===== config.mk =====
export PLATFORM = sky130hd
export DESIGN_NAME = otp_serial_cipher_ctrl
export DESIGN_NICKNAME = d
export VERILOG_FILES = /design/src/rtl/otp_serial_cipher_ctrl.sv
export SDC_FILE = /design/constraint.sdc
export NUM_CORES = 1
export LEC_CHECK = 0
export BUFFER_PORTS_ARGS = -buffer_cell sky130_fd_sc_hd__clkbuf_2
export CORE_MARGIN = 3
export CORE_UTILIZATION = 45
export DETAILED_ROUTE_END_ITERATION = 12
export PLACE_DENSITY = 0.71
export SLEW_MARGIN = 20
export SYNTH_ARGS = -nofsm -noshare
export SYNTH_HDL_FRONTEND = slang
export SYNTH_SLANG_ARGS = --single-unit
export TNS_END_PERCENT = 20

===== constraint.sdc =====
create_clock -name clk -period 4.55 [get_ports clk]
set_input_delay 0.2275 -clock clk [delete_from_list [all_inputs] [get_ports clk]]
set_output_delay 0.2275 -clock clk [all_outputs]
set_load 0.1 [all_outputs]

===== src/rtl/otp_serial_cipher_ctrl.sv =====
// Serial one-time-pad cipher controller: buffers one plaintext and one key word,
// XORs them bit-serially LSB-first, and holds the ciphertext until consumed.
module otp_serial_cipher_ctrl #(
    parameter int WIDTH = 8,
    parameter int CNT_W = 16
) (
    input  logic                     clk,
    input  logic                     reset,
    input  logic                     in_valid,
    output logic                     in_ready,
    input  logic [WIDTH-1:0]         in_data,
    input  logic                     key_valid,
    output logic                     key_ready,
    input  logic [WIDTH-1:0]         key_data,
    output logic                     out_valid,
    input  logic                     out_ready,
    output logic [WIDTH-1:0]         out_data,
    output logic                     busy,
    output logic [$clog2(WIDTH):0]   bit_count,
    output logic [CNT_W-1:0]         words_done
);

    localparam int BC_W = $clog2(WIDTH) + 1;
    localparam logic [BC_W-1:0] LAST_BIT = BC_W'(WIDTH - 1);

    typedef enum logic [1:0] {
        IDLE,
        SHIFT,
        DONE
    } state_t;

    state_t            state_q;
    logic [WIDTH-1:0]  pt_q;
    logic [WIDTH-1:0]  key_q;
    logic [WIDTH-1:0]  out_data_q;
    logic              data_full_q;
    logic              key_full_q;
    logic              in_ready_q;
    logic              key_ready_q;
    logic              out_valid_q;
    logic              busy_q;
    logic [BC_W-1:0]   bit_cnt_q;
    logic [CNT_W-1:0]  words_q;

    logic              take_data;
    logic              take_key;
    logic              data_full_d;
    logic              key_full_d;
    logic              cipher_bit;
    logic [WIDTH-1:0]  pt_d;

    // The plaintext register doubles as the output shift register: each cipher
    // bit enters at the MSB while the consumed plaintext bit leaves at the LSB.
    always_comb begin
        take_data   = in_valid && in_ready_q;
        take_key    = key_valid && key_ready_q;
        data_full_d = data_full_q || take_data;
        key_full_d  = key_full_q || take_key;
        cipher_bit  = pt_q[0] ^ key_q[0];
        pt_d        = {cipher_bit, pt_q[WIDTH-1:1]};
    end

    always_ff @(posedge clk) begin
        if (reset) begin
            state_q     <= IDLE;
            pt_q        <= '0;
            key_q       <= '0;
            out_data_q  <= '0;
            data_full_q <= 1'b0;
            key_full_q  <= 1'b0;
            in_ready_q  <= 1'b1;
            key_ready_q <= 1'b1;
            out_valid_q <= 1'b0;
            busy_q      <= 1'b0;
            bit_cnt_q   <= '0;
            words_q     <= '0;
        end else begin
            case (state_q)
                IDLE: begin
                    if (take_data) pt_q <= in_data;
                    if (take_key) key_q <= key_data;
                    data_full_q <= data_full_d;
                    key_full_q  <= key_full_d;
                    if (data_full_d && key_full_d) begin
                        state_q     <= SHIFT;
                        busy_q      <= 1'b1;
                        bit_cnt_q   <= '0;
                        in_ready_q  <= 1'b0;
                        key_ready_q <= 1'b0;
                    end else begin
                        in_ready_q  <= !data_full_d;
                        key_ready_q <= !key_full_d;
                    end
                end
                SHIFT: begin
                    pt_q      <= pt_d;
                    key_q     <= key_q >> 1;
                    bit_cnt_q <= bit_cnt_q + BC_W'(1);
                    if (bit_cnt_q == LAST_BIT) begin
                        state_q     <= DONE;
                        out_valid_q <= 1'b1;
                        out_data_q  <= pt_d;
                    end
                end
                DONE: begin
                    // Clearing both buffers on delivery is what makes the key single-use.
                    if (out_ready) begin
                        state_q     <= IDLE;
                        words_q     <= words_q + CNT_W'(1);
                        pt_q        <= '0;
                        key_q       <= '0;
                        data_full_q <= 1'b0;
                        key_full_q  <= 1'b0;
                        out_valid_q <= 1'b0;
                        busy_q      <= 1'b0;
                        bit_cnt_q   <= '0;
                        in_ready_q  <= 1'b1;
                        key_ready_q <= 1'b1;
                    end
                end
                default: begin
                    state_q <= IDLE;
                end
            endcase
        end
    end

    assign in_ready   = in_ready_q;
    assign key_ready  = key_ready_q;
    assign out_valid  = out_valid_q;
    assign out_data   = out_data_q;
    assign busy       = busy_q;
    assign bit_count  = bit_cnt_q;
    assign words_done = words_q;

endmodule


==> out/summary.txt <==
GR Overflow Total: 0
Clock latency on the worst-skew pair: 0.30 ns
Top cells by area, synth: dfxtp_1 (42%), nand2_1 (5.2%), nand3_1 (4.9%)
Arrival @ worst endpoint: 2.22 ns
DR WL/cell: 12.66 um
Ys flop type: dfxtp_1
Initial core utilization: 47.14%
Final nets: 357
Fillcell total: 496
Setup CP Type: flop to flop
Synth Instances: 285
Routability cong.: 0.7993
Max_cap viols: 0
Final Util: 54.59%
Setup bufs post-CTS: 0
FFs w/ async S/R, synth: 0%
Post-Route WL: 5077 um
CP max FO: 16
Net Count, Synth: 312
# resized after CTS: 0
FP Rows: 26
Clock buffer depth: 2
CTS clk-pin slew, worst paths: 0.09 ns
Detailed Place HPWL: 3543 um
I/O Buffers: 52
Syn avg cell area: 8.609 um2
Layout cell share with drive strength beyond 1: 21.15%
Worst Tran Pin Value: 0.9498 ns
Fmax: 498.5 MHz
Fin. Hold Viols: 0
RSZ-0062 raised after global routing: no
Initial DRT Pass Iterations: 6
Final setup TNS: 0 ns
Final worst-path cycle share: 44.09%
DP Area: 0.002734 mm2
CTS tree: done
Io pins: 53
Synthesized cell area: 0.002454 mm2
DRC violations left: 0
Sequential share of the synthesized area: 42.43%
Number of CTS-inserted buffers: 5
Synth warnings: 0
Post-synth top area cell: dfxtp_1
Wire length of the first global-routing pass: 8562 um
Post-CTS Hold Fix Bufs: 0
Antenna violations before repair: 0
LEAKAGE: 1.127 nW
Crit start category: flop
CTS Sinks: 52
Count of cell types in the netlist: 43
N_diodes: 0
Tot Pwr: 1.639 mW
Status: complete, no violations
Sequential Area: 0.001041 mm2
Worst hold-check path type: input pin to flop
Synth top cells by count: dfxtp_1 (52), nand2_1 (34), nor2_1 (31)
EDFF count, synth: 0
Max VDD drop: 278.3 uV
Pwr/cell area: 576.8 mW/mm2
Minimum clock period: 2.006 ns
CTS H-Tree Depth: 2
GRT Overall Usage: 16.65%
Synth top area share: 42.43%
CTS Root Cell: clkbuf_8
Slew Limit Fails: 0
Die Wd: 79.84 um
Cell area after layout: 0.002841 mm2
Die Y: 79.84 um
Most common cell in the netlist: dfxtp_1
Detailed-route via count: 2,138
Area of the multi-input gates: 0.001323 mm2
Largest net degree at the start of global routing: 52
Vias in the first global route: 1,914
Core ar.: 0.005205 mm2
Number of routed nets with antenna violations: 0
Drt initial violations: 121
Rel. slew slack: 36.68%
Worst Setup End Kind: flop
Critical Path RT: 4.76 ns
Die area: 0.006374 mm2
Vias per cell: 5.332
Clock Skew: 0.004004 ns
Area growth, synth to finish: 15.81%
Final setup fails: 0
Seq cells post-synth: 52
==> critical path: stages, from the launching register on <==
cell and delay (ns):
dfxtp_1 0.39, inv_1 0.08, ha_1 0.29, nor2b_4 0.19, a211oi_4 0.59, nor2_1 0.11
a311oi_2 0.26
==> stage by stage <==
step           hold slack (ns)  worst slack [ns]  std cells
2_1_floorplan           0.3877             2.412        285
3_3_place_gp            0.4448             2.314        393
3_5_place_dp            0.4511             2.291        393
4_1_cts                 0.1691             2.540        401
5_1_grt                 0.1685             2.347        401
6_report                0.1706             2.544        401
==> layout by cell type, fill, tap and decap left out, types with 2 or more instances in the layout <==
cell type,Yosys,final
dfxtp_1,52,52
clkbuf_2,0,51
nand2_1,34,34
nor2_1,31,31
nand3_1,24,24
a21oi_1,20,20
nand2b_1,17,17
a311oi_1,11,11
o21ai_0,7,7
xor2_1,6,6
ha_1,6,6
inv_1,5,5
nor3_1,5,5
nand4_1,5,5
clkbuf_8,0,5
o211ai_1,4,4
a311oi_2,4,4
xnor2_1,4,4
or4_1,3,3
a31oi_1,2,2
o21a_1,2,2
and4_1,2,2
and2_1,2,2
a211oi_4,2,2
nand3b_1,2,2
a211oi_1,2,2
nand4b_1,2,2
nor4_1,2,2
or3_1,2,2
==> cells by family after synthesis <==
logic type	count (synthesis)	share of synthesized area, %
compound gates	58	17.80
mux	1	0.4589
xor+xnor	10	3.569
flops	52	42.43
simple gates	138	29.02
buf+inv	20	3.671
fa+ha+maj	6	3.060
==> flip-flops by register name, summed over array words and instances, names as in the netlist, 2 cells and up <==
register    flops
key_q           8
pt_q            8
out_data        8
words_done     16
bit_count       4
state_q         2
==> routing by layer <==
layer	global-route usage, %	up-vias	wire length (um)
li1	-	1106	-
met2	26.29	33	2378
met4	5.405	0	64
met3	5.192	7	226
met1	21.59	992	2407
met5	0	-	0
==> final timing paths <==
| check | slack (ns) | endpoint | start | depth (start not counted) |
|---|---|---|---|---|
| hold / removal | 0.17 | key_q[7] | key_data[7] | 3 |
| hold reg to reg | 0.46 | out_data[4] | out_data[4] | 2 |
| setup / recovery | 2.54 | pt_q[6] | state_q[0] | 6 |
| setup reg to reg | 2.54 | pt_q[6] | state_q[0] | 6 |
==> cell type report <==
type	instances	share of cell area, %
repair buffers	52	9.159
clock inverters	2	1.233
well taps	70	3.082
flip-flops and latches	52	36.64
inverters	6	0.7926
clock buffers	6	2.554
multi-input cells	213	46.54
==> power by group <==
group / switching (mW) / internal, mW / total, mW
registers: 0.0689 / 0.555 / 0.624
logic: 0.476 / 0.228 / 0.703
clock network: 0.148 / 0.163 / 0.311
Power figures use the tool's default switching activity.
